### src/rtl/pipeline_ctrl.sv
// TISC front-end sequencer: owns the PC and drives IFID/IDEX enables.
// Handles RAW address hazards, taken branches, memory stalls and halt.
//
// Ports:
//   clk, rst_n        clock (rising edge), async active-low reset
//   ext_stall         memory busy, freezes the whole front end
//   id_valid          IFID holds a real instruction
//   id_read_addr      IFID read address field
//   id_write_addr     IFID write address field
//   ex_valid          EX stage holds a real instruction
//   ex_write_addr     address the EX instruction will write
//   ex_branch_taken   EX resolved its branch as taken
//   ex_branch_target  EX branch target
//   pc                current fetch address (registered)
//   pc_en             PC advances this cycle
//   ifid_en           IFID register enable
//   ifid_flush        IFID loads a bubble (overrides ifid_en)
//   idex_en           ID/EX register enable
//   idex_bubble       ID/EX loads a bubble instead of ID contents
//   halted            sticky halt indication
//   stall_cycles      saturating count of stalled cycles

module pipeline_ctrl #(
  parameter int unsigned          ADDR_W     = 8,
  parameter int unsigned          PC_STEP    = 3,
  parameter logic [ADDR_W-1:0]    RESET_PC   = 8'h00,
  parameter logic [ADDR_W-1:0]    HALT_PC    = 8'hFF,
  parameter int unsigned          HAZ_CYCLES = 2,
  parameter int unsigned          CNT_W      = 16
) (
  input  logic              clk,
  input  logic              rst_n,
  input  logic              ext_stall,
  input  logic              id_valid,
  input  logic [ADDR_W-1:0] id_read_addr,
  input  logic [ADDR_W-1:0] id_write_addr,
  input  logic              ex_valid,
  input  logic [ADDR_W-1:0] ex_write_addr,
  input  logic              ex_branch_taken,
  input  logic [ADDR_W-1:0] ex_branch_target,
  output logic [ADDR_W-1:0] pc,
  output logic              pc_en,
  output logic              ifid_en,
  output logic              ifid_flush,
  output logic              idex_en,
  output logic              idex_bubble,
  output logic              halted,
  output logic [CNT_W-1:0]  stall_cycles
);

  // hold_cnt only needs to reach HAZ_CYCLES-2
  localparam int unsigned HW =
    (HAZ_CYCLES > 2) ? $clog2(HAZ_CYCLES) : 1;

  localparam logic [HW-1:0] HOLD_INIT =
    HW'((HAZ_CYCLES > 1) ? (HAZ_CYCLES - 2) : 0);

  localparam logic [ADDR_W-1:0] STEP = ADDR_W'(PC_STEP);

  typedef enum logic [1:0] {
    S_RUN    = 2'd0,
    S_HOLD   = 2'd1,
    S_HALTED = 2'd2
  } state_e;

  state_e            state_q, state_d;
  logic [ADDR_W-1:0] pc_q, pc_d;
  logic [HW-1:0]     hold_q, hold_d;
  logic [CNT_W-1:0]  stall_q;

  logic hazard;
  logic branch;
  logic to_halt;

  logic pc_en_c;
  logic ifid_en_c;
  logic ifid_flush_c;
  logic idex_en_c;
  logic idex_bubble_c;
  logic stall_c;

  assign hazard = id_valid & ex_valid &
                  ((id_read_addr  == ex_write_addr) |
                   (id_write_addr == ex_write_addr));

  assign branch  = ex_valid & ex_branch_taken;
  assign to_halt = (ex_branch_target == HALT_PC);

  always_comb begin
    state_d       = state_q;
    pc_d          = pc_q;
    hold_d        = hold_q;
    pc_en_c       = 1'b0;
    ifid_en_c     = 1'b0;
    ifid_flush_c  = 1'b0;
    idex_en_c     = 1'b0;
    idex_bubble_c = 1'b0;
    stall_c       = 1'b0;

    unique case (state_q)
      S_RUN, S_HOLD: begin
        if (ext_stall) begin
          // Full freeze; a held bubble stays a bubble.
          idex_bubble_c = (state_q == S_HOLD);
        end else if (branch) begin
          pc_en_c       = 1'b1;
          ifid_en_c     = 1'b1;
          ifid_flush_c  = 1'b1;
          idex_en_c     = 1'b1;
          idex_bubble_c = 1'b1;
          pc_d          = ex_branch_target;
          state_d       = to_halt ? S_HALTED : S_RUN;
        end else if (state_q == S_HOLD) begin
          idex_en_c     = 1'b1;
          idex_bubble_c = 1'b1;
          if (hold_q == '0) begin
            state_d = S_RUN;
          end else begin
            hold_d = hold_q - 1'b1;
          end
        end else if (hazard) begin
          idex_en_c     = 1'b1;
          idex_bubble_c = 1'b1;
          // Detection cycle is the first stall cycle.
          if (HAZ_CYCLES > 1) begin
            state_d = S_HOLD;
            hold_d  = HOLD_INIT;
          end
        end else begin
          pc_en_c   = 1'b1;
          ifid_en_c = 1'b1;
          idex_en_c = 1'b1;
          pc_d      = pc_q + STEP;
        end
        stall_c = ~pc_en_c;
      end
      S_HALTED: begin
        idex_en_c     = 1'b1;
        idex_bubble_c = 1'b1;
      end
      default: begin
        state_d = S_RUN;
      end
    endcase
  end

  always_ff @(posedge clk or negedge rst_n) begin
    if (!rst_n) begin
      state_q <= S_RUN;
      pc_q    <= RESET_PC;
      hold_q  <= '0;
      stall_q <= '0;
    end else begin
      state_q <= state_d;
      pc_q    <= pc_d;
      hold_q  <= hold_d;
      if (stall_c && (stall_q != '1)) begin
        stall_q <= stall_q + 1'b1;
      end
    end
  end

  // Reset forces a safe, bubbling front end.
  assign pc_en        = rst_n & pc_en_c;
  assign ifid_en      = rst_n & ifid_en_c;
  assign idex_en      = rst_n & idex_en_c;
  assign ifid_flush   = ~rst_n | ifid_flush_c;
  assign idex_bubble  = ~rst_n | idex_bubble_c;
  assign halted       = (state_q == S_HALTED);
  assign pc           = pc_q;
  assign stall_cycles = stall_q;

endmodule

### config.mk
export PLATFORM = sky130hd
export DESIGN_NAME = pipeline_ctrl
export DESIGN_NICKNAME = d
export VERILOG_FILES = /design/src/rtl/pipeline_ctrl.sv
export SDC_FILE = /design/constraint.sdc
export NUM_CORES = 1
export LEC_CHECK = 0
export ABC_AREA = 0
export ABC_CLOCK_PERIOD_IN_PS = 4600
export BUFFER_PORTS_ARGS = -buffer_cell sky130_fd_sc_hd__buf_4
export CAP_MARGIN = 20
export CELL_PAD_IN_SITES_DETAIL_PLACEMENT = 1
export CELL_PAD_IN_SITES_GLOBAL_PLACEMENT = 1
export CORE_UTILIZATION = 38
export CTS_CLUSTER_SIZE = 25
export DETAILED_ROUTE_END_ITERATION = 12
export GPL_ROUTABILITY_DRIVEN = 0
export PLACE_DENSITY = 0.83
export SKIP_LAST_GASP = 1
export SYNTH_ARGS = -nofsm -noshare
export SYNTH_HDL_FRONTEND = slang
export SYNTH_SLANG_ARGS = --single-unit
### constraint.sdc
create_clock -name clk -period 4.6 [get_ports clk]
set_input_delay 0.69 -clock clk [delete_from_list [all_inputs] [get_ports clk]]
set_output_delay 0.69 -clock clk [all_outputs]
set_load 0.005 [all_outputs]
* After elaboration in Yosys (flattened, before gate mapping) *
Cells that the tools add are included.

word-level totals
  memory bits (read-only) = 0
  memories = 0
  register bits after elaboration = 27
  RAM bits = 0
  logic and storage cells = 70
  latch bits = 0

cells by class
  div/mod/pow operators = 0
  order comparisons = 0
  equal/unequal tests = 11
  muxes and demuxes = 31
  shift-type cells = 0
  add/subtract/negate cells = 3
  multipliers = 0
  bitwise operators = 14
  reductions and logical operators = 7

operators with widths
  kind                                                                      number
  8-bit 2-to-1 mux                                                          3
  1-bit 2-to-1 mux                                                          19
  16-bit by 1-bit adder with 16-bit output (second input constant)          1
  8-bit equality test                                                       2
  16-bit inequality test (second input constant)                            1
  2-bit 2-to-1 mux                                                          6
  4-bit AND reduction                                                       3
  8-bit by 2-bit adder with 8-bit output (second input constant)            1
  8-bit equality test (second input constant)                               1
  4-bit inequality test (second input constant)                             2
  1-bit AND                                                                 6
  1-bit NOT                                                                 5
  2-bit inequality test (second input constant)                             2
  1-bit case mux with 2 select lines                                        2
  2-bit case mux with 2 select lines                                        1
  1-bit bitwise OR                                                          3
  2-bit by 1-bit equality test with 1-bit output (second input constant)    1
  2-bit equality test (second input constant)                               1
  2-bit zero test                                                           1
  2-bit by 1-bit inequality test with 1-bit output (second input constant)  1
  2-bit nonzero test                                                        1
  2-bit OR reduction                                                        1
  1-bit logical AND                                                         1
  1-bit subtractor (second input constant)                                  1

* Logic depth before layout (Yosys ltp) *
Gate-level depths: netlist of run 1.

  depth after elaboration = 11
  gate-level depth with buffers = 9

* Worst setup path before layout of run 1 *
No wires, ideal clock.

  path kind = in2out
  start = in id_read_addr[2]
  end = out pc_en
  stages = 6
  arrival = 1.935 ns
  path buffers = 1
  data required time = 3.910 ns
  path slack = 1.975 ns
  path through = xor2_1 nor4_2 a22oi_2 o31a_1 and2_1 buf_4

between the ends
  cells in the longest elaborated chain, start to end = 10

ends and longest elaborated chain
  item                            line  RTL
  start, declared                 35    input logic [ADDR_W-1:0] id_read_addr,
  8-bit equality test             83    ((id_read_addr == ex_write_addr) |
  1-bit bitwise OR                83
  1-bit AND                       82    assign hazard = id_valid & ex_valid &
  1-bit 2-to-1 mux                121   end else if (hazard) begin
  1-bit 2-to-1 mux                113   end else if (state_q == S_HOLD) begin
  1-bit 2-to-1 mux                105   end else if (branch) begin
  1-bit 2-to-1 mux                102   if (ext_stall) begin
  1-bit 2-to-1 mux (2 in series)  100   unique case (state_q)
  1-bit AND                       164   assign pc_en = rst_n & pc_en_c;
  end, declared                   42    output logic pc_en,

Every way passes these cells. The select of a mux whose other input is x is not followed.

* Worst setup path after layout of run 1 *
  start = in ex_branch_taken
  end = out pc_en

between the ends
  cells in the longest elaborated chain, start to end = 6

ends and longest elaborated chain
  item                            line  RTL
  start, declared                 39    input logic ex_branch_taken,
  1-bit AND                       86    assign branch = ex_valid & ex_branch_taken;
  1-bit 2-to-1 mux                105
  1-bit 2-to-1 mux                102
  1-bit 2-to-1 mux (2 in series)  100
  1-bit AND                       164

Every way passes these cells. The select of a mux whose other input is x is not followed.

==> impl_metrics.toml, run 1 <==
[outcome]
status = "finished clean"

[setup_path]
cp.required_ps = 3910
critPathSlowestCell = "a31oi_1"
cp-end-kind = "primary output"
crit_buf_inv = 2
path_cells = "buf_4 > nand2_1 > a31oi_1 > and2_1 > o31a_1 > and2_1 > buf_4"
critPathLaunchType = "primary input"
crit_family = "simple AND/OR/NAND/NOR gates"
cpPeakStageDelay_ps = 340
worstSetupPathType = "in2out"
cp_max_fo = 17
r2r-end = "stall_cycles[1]"
worstPathArrival_ps = 2350
worstReg2RegStart = "stall_cycles[0]"
ff2ff_path_depth = 6
ff2ff_setup_slack_ps = 2300

[power_and_ir_drop]
leakage_uw = 0.00101
switching_share_pct = 25.0
power.internal_uw = 401
combPwrFrac_pct = 16.8
powerDensity_nw_per_um2 = 233
ir_worst_vdd_uv = 155
fin_total_pwr_uw = 535
p_seq_share_pct = 46.7
netSwitchingPower_uw = 134
clkPwrFrac_pct = 36.6

[layout]
num_antenna_cells = 0
area_growth_pct = 35.3
final_nets = 285
layout-drive-gt1-share_pct = 36.9

[cts]
clockBufferDepth = 2
cts_setup_buffers = 0
cts_sinks = 26
holdBufCountCts = 0
root_buffer = "clkbuf_8"
cts_buffers = 3
cts-resized-gates = 0
clk_latency_ps = 270
htree_levels = 1
clkTransAtPathRegs_ps = 100
cts_tree = "yes"

[drt]
dr.pass1.iters = 4
ant_nets = 0
viasPerCell = 5.62
drtIter0Drc = 91
vias = 1651
wl_per_cell_um = 17.2
wirelength_um = 5060
route.detailed.drc = 0

[synthesis]
synth_mux_area_share_pct = 0.885
synth_top_area_share_pct = 38.3
netlist_area_um2 = 1700
synth-seq-area-share_pct = 38.3
yosys.area_share.simple_pct = 23.3
synth_compound_area_share_pct = 16.4
yosys-top-cells-count = "xor2_1 (30), dfrtp_1 (26), nand2_1 (13)"
synth_fa_ha_area_share_pct = 1.47
syn_inst = 180
synthArstFlopShare_pct = 100
yosys.area.top_type = "dfrtp_1"
avgSynthCellArea_um2 = 9.43
synth_fp_nets = 220
yosys.cell_count.top_type = "xor2_1"
ys_warn_count = 0
ys.flop_type = "dfrtp_1"
ys_types = 40
synth_edf_count = 0
synth_top_family_by_area = "simple AND/OR/NAND/NOR gates"
yosys-top-cells-area = "dfrtp_1 (38%), xor2_1 (15%), nor4_2 (3.7%), o21ai_0 (3.2%), nor2_2 (2.9%)"
synthXorXnorAreaFrac_pct = 16.0
synth_seq_cells = 26

[timing]
rsz0062_at_grt = "no"
hold_violations = 0
layout_min_cycle_time_ps = 3040
tightestPinTransition_ps = 513
slew_viol_final = 0
fmax_mhz = 329
post-route-period-util_pct = 66.0
setup_tns_ps = 0
maxSlewHeadroom_pct = 65.7
finalSetupViolCount = 0
final.setup_skew_ps = 1.99

[global_routing]
grt_pass1_vias = 1700
grt.total_usage_pct = 23.2
grt-ovfl-total = 0
antenna_found_initial = 0
grt_pass1_wl_um = 8120
grt_start_max_net_pins = 32

[job]
drv_cap = 0

[die]
fp.coreArea_um2 = 4140
die_h_um = 68.8
fp-row-count = 23
io_pins = 68
fp.dieW_um = 68.8
start_util_pct = 40.9
die-area_um2 = 4740

[min_path]
hp-class = "in2async"

[placement]
port_buffers = 67
hpwlAfterDp_um = 3850
[layout by cell type (no fill, tap or decap)]
master and n:
mux2_4 1, o31ai_4 1, a2bb2oi_1 5, xnor2_1 1, a211o_1 1, o21ai_1 1
o21a_4 1, o21a_1 1, nor3_2 1, nand4_1 7, o211ai_1 1, and3_1 2
ha_1 2, a2111o_1 1, dfrtp_1 26, nor4_1 1, o22ai_1 3, a22oi_2 1
nor4_2 5, nand2_1 13, nor3_1 6, buf_4 67, inv_1 6, a22oi_1 1
clkbuf_8 3, nand3_1 8, xor2_1 30, o31ai_1 1, o31a_1 1, a21oi_1 7
a31oi_1 2, and2_1 3, nand3_2 1, bufinv_16 1, o21ai_0 11, nor2_1 9
or4_1 3, nor2_2 8, nor2b_1 1
[sequential cells by signal (all words and copies together) (netlist names)]
register,flops
stall_cycles,16
state_q,2
pc,8
[worst max-delay path by stage]
stage                                from       to  slack [ps]  cells after the start
final                     ex_branch_taken    pc_en        1560                      7
after global routing      ex_branch_taken  ifid_en        1390                      7
after CTS                 ex_branch_taken    pc_en        1570                      7
after detailed placement  ex_branch_taken    pc_en        1570                      7
after global placement    ex_branch_taken  ifid_en        1680                      7
after floorplan           id_read_addr[2]    pc_en        1970                      6
[power groups by stage]
stage | sequential (µW) | clock [µW] | combinational [µW]
floorplan | 252 | 0 | 32.3
global placement | 253 | 0 | 86.6
detailed placement | 254 | 0 | 90.1
CTS | 249 | 198 | 90.8
global route | 251 | 206 | 99.3
finish | 249 | 195 | 89.8
[logic make-up after synthesis]
logic type | count (synthesis)
simple gates | 68
compound gates | 39
xor+xnor | 31
flops | 26
buf+inv | 13
fa+ha+maj | 2
mux | 1
[cell type report]
class,instances,area (µm²)
tap,50,62.6
inverter,6,22.5
timing repair buffer,67,503
sequential,26,651
fill,486,1850
clock inverter,1,30.0
multi-input combinational,141,985
clock buffer,3,41.3
[stage by stage]
stage	hold slack, ps	std cells	setup slack (ps)	instance area [µm²]	utilization (%)
2_1_floorplan	394	180	1970	1700	-
3_3_place_gp	486	290	1680	2220	53.7
3_5_place_dp	509	290	1570	2220	53.7
4_1_cts	334	294	1570	2290	55.4
5_1_grt	341	294	1390	2290	55.4
6_report	321	294	1560	2290	55.4
[routing by layer]
| layer | GRT usage [%] | vias to the layer above | share of wire (%) |
|---|---|---|---|
| li1 | - | 767 | - |
| met5 | 0 | - | 0 |
| met2 | 41.5 | 50 | 51 |
| met4 | 7.65 | 0 | 2.3 |
| met1 | 27.6 | 820 | 42 |
| met3 | 4.61 | 14 | 4.6 |
(Power assumes the default switching activity.)
==> run 2: changes to the inputs <==
--- a/config.mk
+++ b/config.mk
@@ -6,16 +6,16 @@
 export NUM_CORES = 1
 export LEC_CHECK = 0
 export ABC_AREA = 0
-export ABC_CLOCK_PERIOD_IN_PS = 4600
+export ABC_CLOCK_PERIOD_IN_PS = 3100
 export BUFFER_PORTS_ARGS = -buffer_cell sky130_fd_sc_hd__buf_4
 export CAP_MARGIN = 20
 export CELL_PAD_IN_SITES_DETAIL_PLACEMENT = 1
 export CELL_PAD_IN_SITES_GLOBAL_PLACEMENT = 1
-export CORE_UTILIZATION = 38
+export CORE_UTILIZATION = 35
 export CTS_CLUSTER_SIZE = 25
 export DETAILED_ROUTE_END_ITERATION = 12
 export GPL_ROUTABILITY_DRIVEN = 0
-export PLACE_DENSITY = 0.83
+export PLACE_DENSITY = 0.77
 export SKIP_LAST_GASP = 1
 export SYNTH_ARGS = -nofsm -noshare
 export SYNTH_HDL_FRONTEND = slang
==> constraint.sdc (replaced) <==
create_clock -name clk -period 3.1 [get_ports clk]
set_input_delay 0.465 -clock clk [delete_from_list [all_inputs] [get_ports clk]]
set_output_delay 0.465 -clock clk [all_outputs]
set_load 0.005 [all_outputs]
==> run 2 against run 1 <==
Clock-buffer cell count increased by 1. Cell count increased by 1.0%. Largest cell class unchanged. Highest routed layer unchanged. Global-route usage decreased by 3.6 points.
==> impl_metrics.toml, run 2 (synthesized netlist as in run 1, its figures left out) <==
[die]
fp.coreArea_um2 = 4500
io_pins = 68
die-area_um2 = 5130
fp-row-count = 24
start_util_pct = 37.7
die_h_um = 71.6
fp.dieW_um = 71.6

[layout]
final_area_um2 = 2290
final_common_cell = "buf_4"
final_nets = 286
num_antenna_cells = 0
layout_common_cells = "buf_4 (68), xor2_1 (30), dfrtp_1 (26)"
area_growth_pct = 34.9
layout-drive-gt1-share_pct = 37.1
n_fill_cell = 539
multi_input_area_um2 = 985
largest_reg_flops = 16
seq_area_um2 = 651

[placement]
port_buffers = 67
hpwlAfterDp_um = 3660
placed_cell_area_um2 = 2230
dp_slack_ps = 694

[cts]
clkTransAtPathRegs_ps = 90
cts_setup_buffers = 0
root_buffer = "clkbuf_8"
clk_latency_ps = 270
cts_buffers = 3
cts-resized-gates = 0
cts_sinks = 26
clockBufferDepth = 2
cts_tree = "yes"
htree_levels = 1
holdBufCountCts = 0

[power_and_ir_drop]
combPwrFrac_pct = 18.1
fin_total_pwr_uw = 728
switching_share_pct = 26.4
p_seq_share_pct = 50.7
netSwitchingPower_uw = 192
leakage_uw = 0.00101
clkPwrFrac_pct = 31.1
ir_worst_vdd_uv = 302
power.internal_uw = 536
powerDensity_nw_per_um2 = 318

[setup_path]
setup.worst_path.end = "pc_en"
worstSetupPathType = "reg2out"
r2r-end = "stall_cycles[15]"
cp.required_ps = 2630
startpoint = "state_q[1]"
cp-end-kind = "primary output"
ff2ff_path_depth = 7
critPathLaunchType = "flop"
ff2ff_setup_slack_ps = 880
worstReg2RegStart = "stall_cycles[0]"
worstPathArrival_ps = 2060
cp_max_fo = 10

[global_routing]
grt-ovfl-total = 0
grt_start_max_net_pins = 32
grt.total_usage_pct = 19.7
grt_pass1_wl_um = 7950
grt_pass1_vias = 1608
antenna_found_initial = 0

[job]
drv_cap = 0

[timing]
final.setup_skew_ps = 4.29
post-route-period-util_pct = 81.5
setup_tns_ps = 0
tightestPinTransition_ps = 398
layout_min_cycle_time_ps = 2530
finalSetupViolCount = 0
slew_viol_final = 0
maxSlewHeadroom_pct = 73.5
fmax_mhz = 396
hold_violations = 0
worst_slack_ps = 574
timing.hold.ws_ps = 105
rsz0062_at_grt = "no"

[drt]
wirelength_um = 4710
wl_per_cell_um = 15.9
vias = 1585
viasPerCell = 5.34
ant_nets = 0
route.detailed.drc = 0
dr.pass1.iters = 4
drtIter0Drc = 88

[min_path]
hp-class = "in2async"

[outcome]
status = "finished clean"
-- run 2: changes by cell type in the layout (fill, tap and decap cells not counted), sizes merged --
cell / previous run / this run
bufinv: 1 / 0
clkbuf: 3 / 4
buf: 67 / 68
-- run 2: per-stage QoR --
step	instances	util, %
2_1_floorplan	180	-
3_3_place_gp	293	49.6
3_5_place_dp	293	49.6
4_1_cts	297	50.8
5_1_grt	297	50.8
6_report	297	50.8
-- run 2: worst min path at each step --
stage / from / slack [ps] / endpoint / depth (start not counted)
finish: rst_n / 100 / state_q[1] / 1
global route: rst_n / 120 / stall_cycles[13] / 1
CTS: rst_n / 110 / state_q[1] / 1
detailed placement: rst_n / 420 / state_q[1] / 1
global placement: rst_n / 410 / state_q[1] / 1
floorplan: rst_n / 170 / pc[0] / 0
-- run 2: final cells by class --
cell class / count / share of cell area (%)
sequential: 26 / 28.4
multi-input combinational: 141 / 43.0
timing repair buffer: 68 / 22.3
inverter: 6 / 0.984
clock buffer: 4 / 2.41
tap: 52 / 2.84
-- run 2: critical path, stage by stage (launching register included) --
cell     delay [ps]
dfrtp_1         520
inv_1           140
a31oi_1         260
and2_1          230
o31a_1          320
and2_1          200
buf_4           110
-- run 2: power groups by stage --
| stage | Sequential, µW | Clock [µW] | Combinational [µW] |
|---|---|---|---|
| 2_1_floorplan | 373 | 0 | 48.0 |
| 3_3_place_gp | 376 | 0 | 131 |
| 3_5_place_dp | 376 | 0 | 133 |
| 4_1_cts | 370 | 233 | 134 |
| 5_1_grt | 372 | 247 | 146 |
| 6_report | 370 | 227 | 132 |
-- run 2: routing by layer --
metal	global-route usage, %	part of all wire [%]	wire [µm]	up-vias
li1	-	-	-	771
met1	26.9	47	2200	766
met2	32.8	48	2260	46
met3	3.94	5.1	242	2
met4	3.27	0.30	14	0
met5	0	0	0	-
==> run 3: changes to the inputs <==
==> config.mk (replaced) <==
export PLATFORM = sky130hd
export DESIGN_NAME = pipeline_ctrl
export DESIGN_NICKNAME = d
export VERILOG_FILES = /design/src/rtl/pipeline_ctrl.sv
export SDC_FILE = /design/constraint.sdc
export NUM_CORES = 1
export LEC_CHECK = 0
export ABC_AREA = 1
export ABC_CLOCK_PERIOD_IN_PS = 2100
export BUFFER_PORTS_ARGS = -buffer_cell sky130_fd_sc_hd__buf_4
export CAP_MARGIN = 20
export CELL_PAD_IN_SITES_DETAIL_PLACEMENT = 1
export CELL_PAD_IN_SITES_GLOBAL_PLACEMENT = 1
export CORE_UTILIZATION = 31
export CTS_CLUSTER_SIZE = 25
export DETAILED_ROUTE_END_ITERATION = 12
export GPL_ROUTABILITY_DRIVEN = 0
export PLACE_DENSITY = 0.74
export SKIP_LAST_GASP = 1
export SYNTH_ARGS = -nofsm -noshare
export SYNTH_HDL_FRONTEND = slang
export SYNTH_SLANG_ARGS = --single-unit
==> constraint.sdc (replaced) <==
create_clock -name clk -period 2.1 [get_ports clk]
set_input_delay 0.315 -clock clk [delete_from_list [all_inputs] [get_ports clk]]
set_output_delay 0.315 -clock clk [all_outputs]
set_load 0.005 [all_outputs]
==> run 3 against run 2 <==
Non-clock buffer count grew 4. Synthesized area increased by 16%. Die area rose by 30%. Combinational power rose by 17%. Clock-buffer cell count unchanged. Synthesized cell count rose by 63%. Via count increased by 32%. Global-route usage is 0.69 points lower. Sequential power grew 35%. Cell count increased by 48%. First-iteration DRC count fell by 15%. Flip-flop and latch count did not move. Largest power group unchanged.
==> impl_metrics.toml, run 3 <==
[outcome]
status = "finished clean"

[setup_path]
path_cells = "dlygate4sd3_1 > buf_4 > buf_4 > nand2_1 > buf_4"
crit_family = "buffers and inverters"
worstPathArrival_ps = 1570
cp_max_fo = 22
r2r-end = "stall_cycles[10]"
cp.required_ps = 1780
cpPeakStageDelay_ps = 530
critPathSlowestCell = "dlygate4sd3_1"
ff2ff_path_depth = 9
worstSetupPathType = "in2out"
critPathLaunchType = "primary input"
ff2ff_setup_slack_ps = 330
crit_buf_inv = 4
cp-end-kind = "primary output"
worstReg2RegStart = "stall_cycles[1]"
crit_top_cell = "buf_4"

[power_and_ir_drop]
combPwrFrac_pct = 15.5
powerDensity_nw_per_um2 = 379
leakage_uw = 0.00148
switching_share_pct = 25.1
clkPwrFrac_pct = 34.2
fin_total_pwr_uw = 995
p_seq_share_pct = 50.3
power.internal_uw = 745
netSwitchingPower_uw = 250
ir_worst_vdd_uv = 260

[synthesis]
ys.flop_type = "dfrtp_1"
ys_warn_count = 0
synth_seq_cells = 26
netlist_area_um2 = 1970
yosys-top-cells-area = "dfrtp_1 (33%), nand2_1 (22%), nand3_1 (7.4%), xnor2_1 (7.1%), inv_1 (5.5%)"
ys_types = 27
avgSynthCellArea_um2 = 6.69
yosys.cell_count.top_type = "nand2_1"
synth_edf_count = 0
synth_top_area_share_pct = 33.1
synth-seq-area-share_pct = 33.1
synthArstFlopShare_pct = 100
syn_inst = 294
yosys-top-cells-count = "nand2_1 (114), inv_1 (29), nand3_1 (29)"
synth_fp_nets = 334
yosys.area.top_type = "dfrtp_1"

[layout]
layout-drive-gt1-share_pct = 25.3
n_fill_cell = 796
final_area_um2 = 2620
final_common_cell = "nand2_1"
largest_reg_flops = 16
seq_area_um2 = 651
num_antenna_cells = 0
multi_input_area_um2 = 1150
final_nets = 405
area_growth_pct = 33.3
layout_common_cells = "nand2_1 (114), buf_4 (71), inv_1 (29), nand3_1 (29), dfrtp_1 (26)"
final_core_util_pct = 43.5

[timing]
fmax_mhz = 529
final.setup_skew_ps = 1.20
slew_viol_final = 0
maxSlewHeadroom_pct = 71.2
layout_min_cycle_time_ps = 1890
hold_violations = 0
finalSetupViolCount = 0
setup_tns_ps = 0
tightestPinTransition_ps = 427
timing.hold.ws_ps = 294
post-route-period-util_pct = 90.0
rsz0062_at_grt = "no"

[cts]
clockBufferDepth = 2
cts_tree = "yes"
root_buffer = "clkbuf_8"
cts_buffers = 3
cts_sinks = 26
clkTransAtPathRegs_ps = 100
clk_latency_ps = 270
htree_levels = 1

[drt]
dr.pass1.iters = 4
vias = 2085
wirelength_um = 5900
ant_nets = 0
route.detailed.drc = 0
viasPerCell = 4.75
drtIter0Drc = 75
wl_per_cell_um = 13.4

[die]
fp.dieW_um = 81.7
io_pins = 68
fp.coreArea_um2 = 6030
start_util_pct = 32.7
die-area_um2 = 6670
fp-row-count = 28
die_h_um = 81.7

[job]
drv_cap = 0

[global_routing]
grt_start_max_net_pins = 23
antenna_found_initial = 0
grt_pass1_wl_um = 9890
grt-ovfl-total = 0
grt_pass1_vias = 2209
grt.total_usage_pct = 19.0

[placement]
hpwlAfterDp_um = 4540
placed_cell_area_um2 = 2560
port_buffers = 67

[min_path]
whs_path_depth = 3
worstHoldEndpoint = "state_q[0]"
hp-class = "in2reg"
hold_start = "ext_stall"
## run 3: cell types whose count changed after synthesis, sizes merged, moves of 3 or more
| cell | delta |
|---|---|
| and2 | -3 |
| nand3 | +21 |
| nor4 | -6 |
| or4 | -3 |
| xnor2 | +15 |
| xor2 | -21 |
| nand4 | +6 |
| a2bb2oi | -5 |
| nand2 | +106 |
| inv | +30 |
| nor3 | -4 |
| o22ai | -3 |
| a21oi | -5 |
## run 3: worst max-delay path by stage
stage	startpoint	endpoint	slack, ps	cells after the start
2_1_floorplan	state_q[0]	pc_en	320	6
3_3_place_gp	ex_write_addr[6]	pc_en	310	10
3_5_place_dp	ex_write_addr[5]	stall_cycles[10]	300	13
4_1_cts	rst_n	idex_bubble	180	5
5_1_grt	rst_n	idex_bubble	110	5
6_report	rst_n	idex_bubble	210	5
## run 3: what timing repair did
item / CTS / global route
setup buffers: 0 / 0
hold buffers: 1 / 0
hold endpoints to repair: 5 / 0
gates resized for setup: 0 / 0
## run 3: cells by family after synthesis
kind of cell / share of synthesized area (%)
buffers and inverters: 8.71
and+or+nand+nor: 41.7
AOI/OAI and AO/OA: 4.13
adders and majority gates: 1.27
DFF: 33.1
xor gates and xnor gates: 11.1
## run 3: cell type report
type / instances / share of cell area, %
inverters: 36 / 5.15
multi-input cells: 226 / 43.7
well taps: 75 / 3.58
flip-flops and latches: 26 / 24.8
clock buffers: 4 / 2.10
repair buffers: 72 / 20.7
## run 3: stage by stage
stage / instances / setup slack (ps)
after floorplan: 294 / 317
after global placement: 434 / 311
after detailed placement: 434 / 303
after CTS: 439 / 179
after global routing: 439 / 108
final: 439 / 211
## run 3: power groups by stage
stage,Sequential [µW],Combinational [µW],Clock [µW]
after floorplan,510,59.8,0
after detailed placement,510,155,0
after global placement,510,152,0
after global routing,500,174,369
final,500,155,340
after CTS,500,157,356
## run 3: worst reg2reg max path, stage by stage (launching register included)
cell and delay [ps]:
dfrtp_1 420, ha_1 240, nand4_2 190, nor2_4 160
nand2_2 80, o21ai_2 120, inv_2 150, nand2_4 220
nand2_1 80, nand2_1 60
## run 3: metal layers
metal  wire length (µm)  share of wire, %  vias up  global-route usage [%]
li1                   -                 -     1064                       -
met5                  0                 0        -                       0
met4                 24              0.41        0                    3.16
met3                315               5.3        2                    2.44
met1               2640                45      968                    23.6
met2               2920                49       51                    35.1
